`config.mk`:
```
export PLATFORM = sky130hd
export DESIGN_NAME = cnn_nav_ctrl
export DESIGN_NICKNAME = d
export VERILOG_FILES = /design/src/rtl/cnn_ctrl_pkg.sv /design/src/rtl/btn_edge.sv /design/src/rtl/cnn_nav_ctrl.sv
export SDC_FILE = /design/constraint.sdc
export NUM_CORES = 1
export LEC_CHECK = 0
export CAP_MARGIN = 0
export CORE_UTILIZATION = 51
export CTS_BUF_LIST = sky130_fd_sc_hd__clkbuf_4 sky130_fd_sc_hd__clkbuf_8
export DETAILED_ROUTE_END_ITERATION = 12
export PLACE_DENSITY = 0.82
export SETUP_SLACK_MARGIN = 0.4
export SLEW_MARGIN = 20
export SYNTH_ARGS = -nofsm -noshare
export SYNTH_HDL_FRONTEND = slang
export SYNTH_HIERARCHICAL = 1
export SYNTH_SLANG_ARGS = --single-unit
```
`constraint.sdc`:
```
create_clock -name clk -period 1.7 [get_ports clk]
set_clock_uncertainty 0.1 [all_clocks]
set_input_delay 0.34 -clock clk [delete_from_list [all_inputs] [get_ports clk]]
set_output_delay 0.34 -clock clk [all_outputs]
set_load 0.02 [all_outputs]
```
`src/rtl/cnn_ctrl_pkg.sv`:
```
// -----------------------------------------------------------------------------
// cnn_ctrl_pkg
// Shared types for the CNN navigation controller.
//   state_e : settle/valid state of the datapath-timing FSM
//   event_e : the single button event accepted in a cycle, after priority
//   BTN_*   : bit positions of the buttons inside the packed event vector
//   pick_event() : priority encoder clr > next_in > prev_in > next_out > prev_out
// -----------------------------------------------------------------------------
package cnn_ctrl_pkg;

  typedef enum logic {
    ST_SETTLE = 1'b0,
    ST_VALID  = 1'b1
  } state_e;

  typedef enum logic [2:0] {
    EV_NONE,
    EV_CLR,
    EV_NEXT_IN,
    EV_PREV_IN,
    EV_NEXT_OUT,
    EV_PREV_OUT
  } event_e;

  localparam int N_BTNS       = 5;
  localparam int BTN_CLR      = 0;
  localparam int BTN_NEXT_IN  = 1;
  localparam int BTN_PREV_IN  = 2;
  localparam int BTN_NEXT_OUT = 3;
  localparam int BTN_PREV_OUT = 4;

  // Lowest bit wins; every other simultaneous event is dropped.
  function automatic event_e pick_event(input logic [N_BTNS-1:0] ev);
    if (ev[BTN_CLR])      return EV_CLR;
    if (ev[BTN_NEXT_IN])  return EV_NEXT_IN;
    if (ev[BTN_PREV_IN])  return EV_PREV_IN;
    if (ev[BTN_NEXT_OUT]) return EV_NEXT_OUT;
    if (ev[BTN_PREV_OUT]) return EV_PREV_OUT;
    return EV_NONE;
  endfunction

endpackage

```
`src/rtl/btn_edge.sv`:
```
// -----------------------------------------------------------------------------
// btn_edge
// Rising-edge detector for one debounced, level-type button.
//   clk     : system clock
//   i_level : current button level
//   o_event : 1 when the level is 1 and the registered previous level is 0
// The history register loads the current level on every edge. Under reset the
// required behaviour is exactly the same (history loads the level, so a button
// held through reset produces no event), hence no separate reset term.
// -----------------------------------------------------------------------------
module btn_edge (
  input  logic clk,
  input  logic i_level,
  output logic o_event
);

  logic r_prev;

  // NOTE: sequential state uses non-blocking assignment so every register
  // samples pre-edge values regardless of process ordering.
  always_ff @(posedge clk) begin
    r_prev <= i_level;
  end

  assign o_event = i_level & ~r_prev;

endmodule

```
`src/rtl/cnn_nav_ctrl.sv`:
```
// -----------------------------------------------------------------------------
// cnn_nav_ctrl
// Button-driven navigation for a CNN viewer: selects the input image and an
// output cursor (channel,row,col), then times the datapath settle interval.
//   clk, reset            : clock, synchronous active-high reset
//   btn_clr .. btn_prev_out: debounced level buttons (one accepted per cycle)
//   input_index           : image fed to conv1, wraps 0..N_INPUTS-1
//   chan, row, col        : output cursor, raster order, saturating
//   change                : one-cycle pulse after each accepted update
//   busy, result_valid    : datapath settling / datapath output stable
// -----------------------------------------------------------------------------
module cnn_nav_ctrl
  import cnn_ctrl_pkg::*;
#(
  parameter int N_INPUTS      = 42,
  parameter int CHANNELS      = 4,
  parameter int DIM           = 5,
  parameter int SETTLE_CYCLES = 16
) (
  input  logic                        clk,
  input  logic                        reset,
  input  logic                        btn_clr,
  input  logic                        btn_next_in,
  input  logic                        btn_prev_in,
  input  logic                        btn_next_out,
  input  logic                        btn_prev_out,
  output logic [$clog2(N_INPUTS)-1:0] input_index,
  output logic [$clog2(CHANNELS)-1:0] chan,
  output logic [$clog2(DIM)-1:0]      row,
  output logic [$clog2(DIM)-1:0]      col,
  output logic                        change,
  output logic                        busy,
  output logic                        result_valid
);

  localparam int IW   = $clog2(N_INPUTS);
  localparam int CW   = $clog2(CHANNELS);
  localparam int DW   = $clog2(DIM);
  localparam int CNTW = $clog2(SETTLE_CYCLES + 1);

  localparam logic [IW-1:0]   IDX_MAX  = IW'(N_INPUTS - 1);
  localparam logic [CW-1:0]   CHAN_MAX = CW'(CHANNELS - 1);
  localparam logic [DW-1:0]   DIM_MAX  = DW'(DIM - 1);
  localparam logic [CNTW-1:0] CNT_LOAD = CNTW'(SETTLE_CYCLES);

  // ---------------------------------------------------------------- buttons
  logic [N_BTNS-1:0] w_levels;
  logic [N_BTNS-1:0] w_events;
  event_e            w_sel;

  always_comb begin
    w_levels               = '0;
    w_levels[BTN_CLR]      = btn_clr;
    w_levels[BTN_NEXT_IN]  = btn_next_in;
    w_levels[BTN_PREV_IN]  = btn_prev_in;
    w_levels[BTN_NEXT_OUT] = btn_next_out;
    w_levels[BTN_PREV_OUT] = btn_prev_out;
  end

  for (genvar g = 0; g < N_BTNS; g++) begin : g_btn
    btn_edge u_edge (
      .clk     (clk),
      .i_level (w_levels[g]),
      .o_event (w_events[g])
    );
  end

  assign w_sel = pick_event(w_events);

  // -------------------------------------------------------- registers
  logic [IW-1:0]   r_index;
  logic [CW-1:0]   r_chan;
  logic [DW-1:0]   r_row;
  logic [DW-1:0]   r_col;
  logic            r_change;
  logic [CNTW-1:0] r_cnt;
  state_e          r_state;

  // ------------------------------------------------- next index / cursor
  logic [IW-1:0] w_idx_nxt;
  logic [CW-1:0] w_chan_nxt;
  logic [DW-1:0] w_row_nxt;
  logic [DW-1:0] w_col_nxt;
  logic          w_upd;
  logic          w_at_last;
  logic          w_at_first;
  state_e        w_state_nxt;

  assign w_at_last  = (r_chan == CHAN_MAX) && (r_row == DIM_MAX) && (r_col == DIM_MAX);
  assign w_at_first = (r_chan == '0) && (r_row == '0) && (r_col == '0);

  always_comb begin
    // NOTE: every signal driven here gets a default first, so no path can
    // leave one unassigned and infer a latch.
    w_idx_nxt  = r_index;
    w_chan_nxt = r_chan;
    w_row_nxt  = r_row;
    w_col_nxt  = r_col;
    w_upd      = 1'b0;
    unique case (w_sel)
      EV_CLR: begin
        w_idx_nxt  = '0;
        w_chan_nxt = '0;
        w_row_nxt  = '0;
        w_col_nxt  = '0;
        w_upd      = 1'b1;
      end
      EV_NEXT_IN: begin
        w_idx_nxt  = (r_index == IDX_MAX) ? '0 : r_index + 1'b1;
        w_chan_nxt = '0;
        w_row_nxt  = '0;
        w_col_nxt  = '0;
        w_upd      = 1'b1;
      end
      EV_PREV_IN: begin
        w_idx_nxt  = (r_index == '0) ? IDX_MAX : r_index - 1'b1;
        w_chan_nxt = '0;
        w_row_nxt  = '0;
        w_col_nxt  = '0;
        w_upd      = 1'b1;
      end
      EV_NEXT_OUT: begin
        // At the last position the event is consumed but changes nothing.
        if (!w_at_last) begin
          w_upd = 1'b1;
          if (r_col != DIM_MAX) begin
            w_col_nxt = r_col + 1'b1;
          end else begin
            w_col_nxt = '0;
            if (r_row != DIM_MAX) begin
              w_row_nxt = r_row + 1'b1;
            end else begin
              w_row_nxt  = '0;
              w_chan_nxt = r_chan + 1'b1;
            end
          end
        end
      end
      EV_PREV_OUT: begin
        if (!w_at_first) begin
          w_upd = 1'b1;
          if (r_col != '0) begin
            w_col_nxt = r_col - 1'b1;
          end else begin
            w_col_nxt = DIM_MAX;
            if (r_row != '0) begin
              w_row_nxt = r_row - 1'b1;
            end else begin
              w_row_nxt  = DIM_MAX;
              w_chan_nxt = r_chan - 1'b1;
            end
          end
        end
      end
      default: ;
    endcase
  end

  // ---------------------------------------------------- datapath registers
  always_ff @(posedge clk) begin
    if (reset) begin
      r_index  <= '0;
      r_chan   <= '0;
      r_row    <= '0;
      r_col    <= '0;
      r_change <= 1'b0;
      r_cnt    <= CNT_LOAD;
    end else begin
      r_change <= w_upd;
      if (w_upd) begin
        r_index <= w_idx_nxt;
        r_chan  <= w_chan_nxt;
        r_row   <= w_row_nxt;
        r_col   <= w_col_nxt;
        r_cnt   <= CNT_LOAD;
      end else if (r_state == ST_SETTLE && r_cnt != '0) begin
        r_cnt <= r_cnt - 1'b1;
      end
    end
  end

  // ------------------------------------------------------------- FSM
  always_ff @(posedge clk) begin
    if (reset) r_state <= ST_SETTLE;
    else       r_state <= w_state_nxt;
  end

  // VALID is entered on the edge that takes the count from 1 to 0, i.e.
  // SETTLE_CYCLES edges after the edge that loaded it.
  always_comb begin
    w_state_nxt = r_state;
    if (w_upd) begin
      w_state_nxt = ST_SETTLE;
    end else if (r_state == ST_SETTLE && r_cnt <= CNTW'(1)) begin
      w_state_nxt = ST_VALID;
    end
  end

  always_comb begin
    busy         = (r_state == ST_SETTLE);
    result_valid = (r_state == ST_VALID);
  end

  assign input_index = r_index;
  assign chan        = r_chan;
  assign row         = r_row;
  assign col         = r_col;
  assign change      = r_change;

endmodule

```
==> metrics.md, run 1 <==
| Metric | Value |
|---|---|
| Routed wire per std cell | `24.8 um` |
| Final hold vios | `0` |
| Fillers | `97` |
| Syn avg cell area | `8.51 sq um` |
| # Max-Cap Violations | `0` |
| Crit-path slowest cell | `dfxtp_1` |
| Worst R2R End | `col[1]` |
| Outcome | `complete, but fails checks` |
| DRT antenna net count | `0` |
| Comb power frac | `38.9%` |
| Reg-to-reg critical path startpoint | `g_btn[3].u_edge/r_prev` |
| Cells after synthesis | `204` |
| Pint | `around 1.2 mW` |
| Slew Limit Fails | `0` |
| Final Non-Filler Cells | `between 300 and 400` |
| Post-route minimum period | `1880 ps` |
| Worst path cell trace | `nor2b_4 > buf_4 > nand2b_4 > buf_4 > o21ai_0 > nor3_1 > a211oi_1` |
| Final critical-path share of the clock period | `111%` |
| Row cnt | `20` |
| # hold bufs at CTS | `0` |
| Post-Syn Area | `about 1700 sq um` |
| P_leak | `approximately 1.3 nW` |
| Fmax | `532 MHz` |
| Post-layout nets | `roughly 310` |
| P per Cell Area | `~630 nW/um^2` |
| Worst reg-to-reg setup slack | `-180 ps` |
| Mapped Nets | `223` |
| Register area | `576 sq um` |
| Startpoint Class | `register` |
| CP peak stage delay | `400 ps` |
| Synthesis-to-layout area growth | `70.8%` |
| Max-slew headroom at the worst pin | `66.3%` |
| CP required | `1870 ps` |
| Initial antenna violation count | `0` |
| Hold Path Depth | `1` |
| Final WL | `8.15 mm` |
| Synth Warn # | `6` |
| Slew at the pin with the worst max-slew slack | `502 ps` |
| Switch share | `around a third` |
| Share of cells above drive strength 1 | `56.5%` |
| Die Area | `3640 sq um` |
| First-pass DRT Iterations | `5` |
| Dpl cells | `about 290` |
| Worst Hold End | `g_btn[2].u_edge/r_prev` |
| First-pass GRT wire length | `9.20 mm` |
| Critical Path Most Common Cell | `buf_4` |
| Die height | `60.4 um` |
| Setup ws final | `-180 ps` |
| Initial core utilization | `around 55%` |
| Worst Path Arrival | `~2100 ps` |
| Largest net degree at the start of global routing | `16` |
| Hold WC Path Type | `in2reg` |
| Worst Hold Launch | `btn_prev_in` |
| Multi-input logic area | `1420 sq um` |
| IO buf count | `23` |
| Cell variety after synth | `50` |
| Worst path bufs/invs | `2` |
| Post-route setup TNS | `-292 ps` |
| Most used DFF post-synth | `dfxtp_1` |
| Reg2Reg Depth | `7` |
| Htree depth | `1` |
| Cell with the most instances after synthesis | `dfxtp_1` |
| Worst-skew pair later-pin latency | `350 ps` |
| Sequential share of the synthesized area | `approximately 30%` |
| Top cell type's share of synthesized area | `around 30%` |
| CTS buffer count | `3` |
| Io pins | `24` |
| Violated checks | `setup timing` |
| Core Region | `between 3000 and 4000 sq um` |
| Pre-CTS WS | `-449 ps` |
| Clock tree sinks | `26` |
| CTS tree | `done` |
| Sequential share of power | `36.7%` |
| Endpoints failing setup | `5` |
| RSZ-0062 raised after global routing | `yes` |
| Avg Vias per Cell | `approximately 6.8` |
| Final core occ | `94.1%` |
| Class of the most critical setup path | `reg2reg` |
| Root Buffer | `clkbuf_4` |
| Levels on crit path | `7` |
| DRT iter0 DRCs | `317` |
| Post-synthesis cell type with the largest combined area | `dfxtp_1` |
| DR vias | `2226` |
| DRC | `0` |
| Delay-heaviest family, CP | `compound AO/OA/AOI/OAI gates` |
| Vias in the first global route | `1914` |
| GPL Wtd Cong | `about 0.85` |
| Synth top area cells | `dfxtp_1, ha_1, a21oi_1, o21ai_0, nor2b_4` |
| Detailed placer's ending HPWL | `between 3 and 4 mm` |
| Top post-synthesis cells by count | `dfxtp_1, nand2_1, a21oi_1, o21ai_0, inv_1` |
| Reg clk slew, reported paths | `between 150 and 200 ps` |
| Seq cells post-synth | `26` |
| CP Max Fanout | `7` |
| Sw power | `0.648 mW` |
| Global Route Usage Sum | `between 30% and 40%` |
| EDFF count, synth | `0` |
| Element type at the critical path end | `register` |
| Grt ovf | `0` |
| Width of the chip | `60.4 um` |
| Inserted Diodes | `0` |
| Clock Power Share | `between 20% and 30%` |
| Worst IR Drop VDD | `~0.51 mV` |
| Clk buf depth | `2` |
| Async SR Flop Fraction | `0%` |
## cell usage in the layout (no fill, tap or decap), types with 8 or more instances in the layout
cell type / netlist / routed
buf_4: 0 / 43
buf_6: 3 / 37
dfxtp_4: 0 / 13
nand2_1: 16 / 11
o21ai_0: 15 / 10
a21oi_1: 15 / 9
nor2_1: 11 / 9
dfxtp_1: 26 / 8
## stage by stage
step,hold slack [ps],power [mW],instance area [sq um]
finish,139,1.87,2970
global placement,398,1.15,2300
floorplan,268,0.996,1870
CTS,135,1.72,2800
global route,122,1.93,2970
detailed placement,385,1.17,2300
## layer usage
layer,vias up,share of wire [%],track usage (%),wire length (um)
met2,205,46,64.5,3730
met1,1031,37,38.7,2990
met3,85,9.3,5.97,762
met5,-,0,0,0
li1,905,-,-,-
met4,0,8.3,15.0,673
## worst max-delay path by stage
stage,from,end,slack [ps]
2_1_floorplan,col[0],row[2],-70
3_3_place_gp,btn_next_out,r_cnt[4],-420
3_5_place_dp,btn_next_out,r_cnt[4],-450
4_1_cts,col[1],row[2],30
5_1_grt,g_btn[3].u_edge/r_prev,col[1],-290
6_report,g_btn[3].u_edge/r_prev,col[1],-180
## cell families after synthesis
kind of cell	synth area share [%]
AOI/OAI and AO/OA	22.4
xor gates and xnor gates	4.03
adders and majority gates	8.65
and+or+nand+nor	25.9
DFF	30.0
muxes	2.38
buffers and inverters	6.70
## state kept, by name, summed over array words and instances (netlist names)
register and cells:
row 3, g_btn.u_edge/r_prev 5, col 3, change 1, chan 2, input_index 6, r_cnt 5, result_valid 1
## power by group through the flow
stage / registers, mW / logic [mW] / clock network (mW)
floorplan: 0.706 / 0.290 / 0
detailed placement: 0.698 / 0.468 / 0
global route: 0.690 / 0.753 / 0.488
CTS: 0.674 / 0.602 / 0.448
finish: 0.688 / 0.729 / 0.459
global placement: 0.695 / 0.453 / 0
## worst reg2reg max path, delay by kind of cell, from the launching register on
family                 cells  cell delay [ps]
buffers and inverters      2              320
AND/OR/NAND/NOR            3              370
flip-flops                 1              400
AO/OA/AOI/OAI              2              600
## timing repair
| action | in CTS | in global routing |
|---|---|---|
| resized for setup | 147 | 47 |
| setup buffers | 29 | 4 |
| setup endpoints to repair | 38 | 38 |
| gates cloned | 0 | 0 |
| pin swaps | 21 | 7 |
## layout make-up
class | count | share of cell area [%]
Tap cell | 44 | 1.86
Multi-Input combinational cell | 154 | 47.7
Inverter | 14 | 2.19
Sequential cell | 26 | 19.4
Clock buffer | 3 | 0.759
Clock inverter | 1 | 1.01
Timing Repair Buffer | 87 | 27.0
No activity file was read; power rests on OpenSTA's default activity.
==> inputs of run 2 (changes only) <==
Settings changed: SETUP_SLACK_MARGIN 0.4 to not set.
==> metrics.md, run 2 (same netlist as run 1, synthesis figures left out) <==
| Metric | Value |
|---|---|
| Outcome | `complete, but fails checks` |
| Violated checks | `setup timing` |
| Setup ws final | `-16.7 ps (+164 ps)` |
| First-pass DRT Iterations | `4 (-1)` |
| M1 GR Usage | `31.8% (-6.9 points)` |
| Largest net degree at the start of global routing | `15 (-1)` |
| Max-slew headroom at the worst pin | `72.2% (+5.9 points)` |
| Most frequent cells in the layout | `buf_4, dlygate4sd2_1, dfxtp_1` |
| Share of cells above drive strength 1 | `37.0% (-19 points)` |
| Clock Power Share | `19.0% (-5.5 points)` |
| Inserted Diodes | `0 (unchanged)` |
| Min Hold Slack | `68.0 ps (-71.0 ps)` |
| Clock tree sinks | `26 (unchanged)` |
| DR vias | `1874 (-16%)` |
| Hold WC Path Type | `in2reg` |
| Final hold vios | `0 (unchanged)` |
| Width of the chip | `60.4 um (unchanged)` |
| Initial core utilization | `55.1% (unchanged)` |
| Reg2Reg Depth | `7 (unchanged)` |
| Die Area | `3640 sq um (unchanged)` |
| First-pass GRT wire length | `7.35 mm (-20%)` |
| RSZ-0062 raised after global routing | `yes` |
| # Max-Cap Violations | `0 (unchanged)` |
| Comb power frac | `36.7% (-2.2 points)` |
| Global Route Usage Sum | `26.7% (-8.1 points)` |
| Worst Path Arrival | `1860 ps (-190 ps)` |
| Initial antenna violation count | `0 (unchanged)` |
| GR peak layer | `met2` |
| P_leak | `1.15 nW (-9.0%)` |
| Detailed placer's ending HPWL | `3.24 mm (-3.5%)` |
| Switch share | `32.6% (-2.0 points)` |
| Hold Path Depth | `1 (unchanged)` |
| DRT iter0 DRCs | `169 (-47%)` |
| Multi-input logic area | `1260 sq um (-11%)` |
| Root Buffer | `clkbuf_4` |
| Htree depth | `1 (unchanged)` |
| Slew at the pin with the worst max-slew slack | `413 ps (-89.0 ps)` |
| CP required | `1840 ps (-30 ps)` |
| Avg Vias per Cell | `5.91 (-13%)` |
| Routed wire per std cell | `17.1 um (-31%)` |
| Pint | `1.03 mW (-16%)` |
| CP Max Fanout | `4 (-3)` |
| GPL Wtd Cong | `0.908 (+6.9%)` |
| Sequential share of power | `44.3% (+7.6 points)` |
| Io pins | `24 (unchanged)` |
| CTS tree | `done` |
| Met2 Use GR | `46.2% (-18 points)` |
| Final WL | `5.42 mm (-33%)` |
| Core Region | `3150 sq um (unchanged)` |
| Slew Limit Fails | `0 (unchanged)` |
| Clk buf depth | `2 (unchanged)` |
| Element type at the critical path end | `register` |
| DRT antenna net count | `0 (unchanged)` |
| DRC | `0 (unchanged)` |
| Final critical-path share of the clock period | `101% (-9.6 points)` |
| Final core occ | `81.3% (-13 points)` |
| Vias in the first global route | `1687 (-12%)` |
| Class of the most critical setup path | `reg2reg` |
| P per Cell Area | `598 nW/um^2 (-5.4%)` |
| Post-layout nets | `293 (-3.9%)` |
| Endpoints failing setup | `1 (-4)` |
| Startpoint Class | `register` |
| CTS buffer count | `3 (unchanged)` |
| Met3 Resource Use GR | `5.54% (-0.43 points)` |
| Register area | `539 sq um (-6.3%)` |
| Fillers | `217 (+120%)` |
| Most common cell after layout, fill and taps aside | `buf_4` |
| Sw power | `0.500 mW (-23%)` |
| Die height | `60.4 um (unchanged)` |
| Grt ovf | `0 (unchanged)` |
| Reg clk slew, reported paths | `150 ps (about the same)` |
| Row cnt | `20 (unchanged)` |
| Fmax | `583 MHz (+9.5%)` |
| Post-route setup TNS | `-16.7 ps (+275 ps)` |
| IO buf count | `23 (unchanged)` |
| Max reg flops | `6 (unchanged)` |
| Synthesis-to-layout area growth | `47.6%` |
| Worst IR Drop VDD | `0.534 mV (+5.1%)` |
| Worst-skew pair later-pin latency | `340 ps (about the same)` |
| Post-route minimum period | `1720 ps (-164 ps)` |
## run 2: metal layers
metal  up-vias  part of all wire, %
li1        875                    -
met1       873                   40
met2        95                   49
met3        31                  5.6
met4         0                  4.9
met5         -                    0
## run 2: path summary, 6_finish.rpt
| path | startpoint | endpoint | slack, ps |
|---|---|---|---|
| worst min register to register | r_cnt[4] | r_cnt[4] | 420 |
| worst max-delay path | col[0] | row[1] | -20 |
| worst min-delay path | btn_prev_in | g_btn[2].u_edge/r_prev | 70 |
| worst max register to register | col[0] | row[1] | -20 |
## run 2: area by class of cell
class / count / share of cell area (%)
multi-input combinational: 154 / 49.3
timing repair buffer: 75 / 24.0
sequential: 26 / 21.0
inverter: 14 / 2.34
tap: 44 / 2.15
clock buffer: 4 / 1.17
## run 2: per-stage QoR
| stage | setup slack (ps) | cell area (sq um) | power [mW] | instances |
|---|---|---|---|---|
| 2_1_floorplan | -66.0 | 1780 | 0.972 | 204 |
| 3_3_place_gp | -424 | 2330 | 1.15 | 304 |
| 3_5_place_dp | -462 | 2330 | 1.17 | 304 |
| 4_1_cts | -2.88 | 2450 | 1.49 | 315 |
| 5_1_grt | -58.3 | 2560 | 1.60 | 317 |
| 6_report | -16.7 | 2560 | 1.53 | 317 |
## run 2: power groups by stage
stage	clock, mW	combinational, mW	sequential [mW]
5_1_grt	0.319	0.599	0.683
2_1_floorplan	0	0.270	0.703
4_1_cts	0.294	0.515	0.676
3_3_place_gp	0	0.466	0.687
6_report	0.291	0.563	0.679
3_5_place_dp	0	0.480	0.688
## run 2: what timing repair did
item | 4_1_cts | 5_1_grt
buffers inserted | 7 | 2
endpoints found under the setup margin | 31 | 11
pin swaps | 5 | 4
hold buffers | 0 | 0
gates resized for setup | 36 | 22
## run 2: worst max-delay path: stages (launching register included)
cell and delay, ps:
dfxtp_4 410, inv_4 50, ha_4 170, and3b_4 190, buf_4 130, o2bb2a_4 210, nand2_4 60, o311a_1 290
==> variant (config.mk and constraints of run 2) <==
Reset style: asynchronous (`reset`), changed in 2 clocked blocks. Comments in the files are not updated.
--- a/src/rtl/cnn_nav_ctrl.sv
+++ b/src/rtl/cnn_nav_ctrl.sv
@@ -159,3 +159,3 @@
   // ---------------------------------------------------- datapath registers
-  always_ff @(posedge clk) begin
+  always_ff @(posedge clk or posedge reset) begin
     if (reset) begin
@@ -182,3 +182,3 @@
   // ------------------------------------------------------------- FSM
-  always_ff @(posedge clk) begin
+  always_ff @(posedge clk or posedge reset) begin
     if (reset) r_state <= ST_SETTLE;
Behaviour: differs if reset is asserted again (counterexample within 4 cycles, from zero or initial values and one cycle with reset high); with reset held inactive, the same outputs for 10 cycles.
==> variant against run 2 <==
Sequential cell count unchanged. Count of clock-buffer cells in the layout is 1 lower. Highest routed layer unchanged. Design area grew 7.0%. The flow still finishes with violations (setup timing). Critical path type unchanged. Critical endpoint is now col[1]. Routed wire length up 11%. Worst setup slack got worse by 520 ps. Synthesized area is 1.9% higher.
Power is not compared: it rests on default switching activity, and its combinational part moved more than twofold at a synthesized area within 25%.
==> variant: results (changes against run 2) <==
post-synthesis sequential area ratio: 35.4% (+5.4 points)
CP max-delay cell: or4_4
syn nets: 215 (-3.6%)
Commonest cells post-synth: 20 x dfrtp_1, 15 x nand2_1, 14 x o21ai_0, 13 x inv_1, 13 x nor2_1
vias in the first global route: 1728 (+2.4%)
PnR worst setup slack: -534 ps (-518 ps)
reg-to-reg endpoint: col[1]
Site Rows: 21 (+5.0%)
WP data arrival: 2390 ps (+530 ps)
largest net degree at the start of global routing: 22 (+7)
area of the multi-input gates: 1240 um^2 (-2.1%)
layout cell share with drive strength beyond 1: 45.3% (+8.3 points)
worst relative slew slack: 72.6% (+0.38 points)
status: finished, violations left
Total GRT Usage: 29.4% (+2.7 points)
Clk pin slew, worst setup/hold paths: 170 ps (+20 ps)
FF-to-FF path depth: 6 (-1)
final WL: 6040 um (+11%)
Setup Slack @ Placement: -691 ps (-230 ps)
total number of vias: 1933 (+3.1%)
first-pass GRT wire length: 7880 um (+7.2%)
failing checks: setup timing
switching pwr: 1.20 mW
Worst path max stage delay: 530 ps (+120 ps)
FILL cells: 201 (-7.4%)
Setup Viol. Count Final: 21 (+20)
Synth cell types: 52 (+4.0%)
Final #Nets: 296 (+1.0%)
FF+latch count, synth: 26 (unchanged)
Detailed Route Iter0 Violations: 171 (+1.2%)
post-DP HPWL: 3530 um (+9.0%)
largest cells by area after synthesis: dfrtp_1 28%, ha_1 8.5%, dfxtp_1 5.7%
routability cong.: 0.928 (+2.1%)
hold_ws: 34.7 ps (-33.2 ps)
Async S/R FF share, synth: 80.8% (+81 points)
critical register-to-register path startpoint: col[2]
total negative slack: -7850 ps (-7830 ps)
Cell Area, Placed: 2460 um^2 (+5.9%)
Critical Path Fanout Max: 3 (-1)
critical path's top delay family: simple AND/OR/NAND/NOR gates
[variant: cells by family (layout without fill, tap and decap cells)]
family,Yosys count,after routing,share of synthesized area [%]
XOR/XNOR,10,10,4.95
AND/OR/NAND/NOR,73,73,24.3
buffers and inverters,22,102,5.23
AO/OA/AOI/OAI,47,47,18.0
multiplexers,6,6,3.60
adder cells (fa/ha/maj),12,12,8.48
flip-flops,26,26,35.4
[variant: power groups by stage]
stage,combinational (mW),sequential [mW],clock (mW)
3_5_place_dp,1.40,0.835,0
6_report,1.70,0.834,0.462
3_3_place_gp,1.35,0.829,0
2_1_floorplan,0.742,0.928,0
5_1_grt,1.80,0.844,0.473
4_1_cts,1.49,0.822,0.439
[variant: timing repair]
action	4_1_cts	5_1_grt
resized for setup	41	44
setup buffers	5	6
setup endpoints to repair	38	30
pin swaps	15	13
[variant: worst max path at each step]
stage / startpoint / end / slack, ps / depth (start not counted)
global placement: btn_prev_in / chan[1] / -700 / 6
global route: col[2] / chan[0] / -550 / 7
CTS: row[2] / col[1] / -450 / 6
detailed placement: btn_prev_out / chan[0] / -690 / 7
finish: col[2] / col[1] / -530 / 6
floorplan: col[2] / row[1] / -650 / 6
[variant: per-stage QoR]
step | std cells | power [mW]
floorplan | 196 | 1.67
global placement | 310 | 2.18
detailed placement | 310 | 2.24
CTS | 319 | 2.75
global route | 322 | 3.12
finish | 322 | 2.99
[variant: final cells by class]
class / instances / share of cell area, %
clock buffer: 3 / 0.821
multi-input combinational: 148 / 45.1
tap: 46 / 2.10
sequential: 26 / 23.1
timing repair buffer: 85 / 26.0
clock inverter: 1 / 1.09
inverter: 13 / 1.78
[variant: per-layer routing]
layer	share of wire (%)	global-route usage, %
met1	36	35.2
met2	51	51.5
met3	7.1	4.69
met4	6.4	14.0
met5	0	0
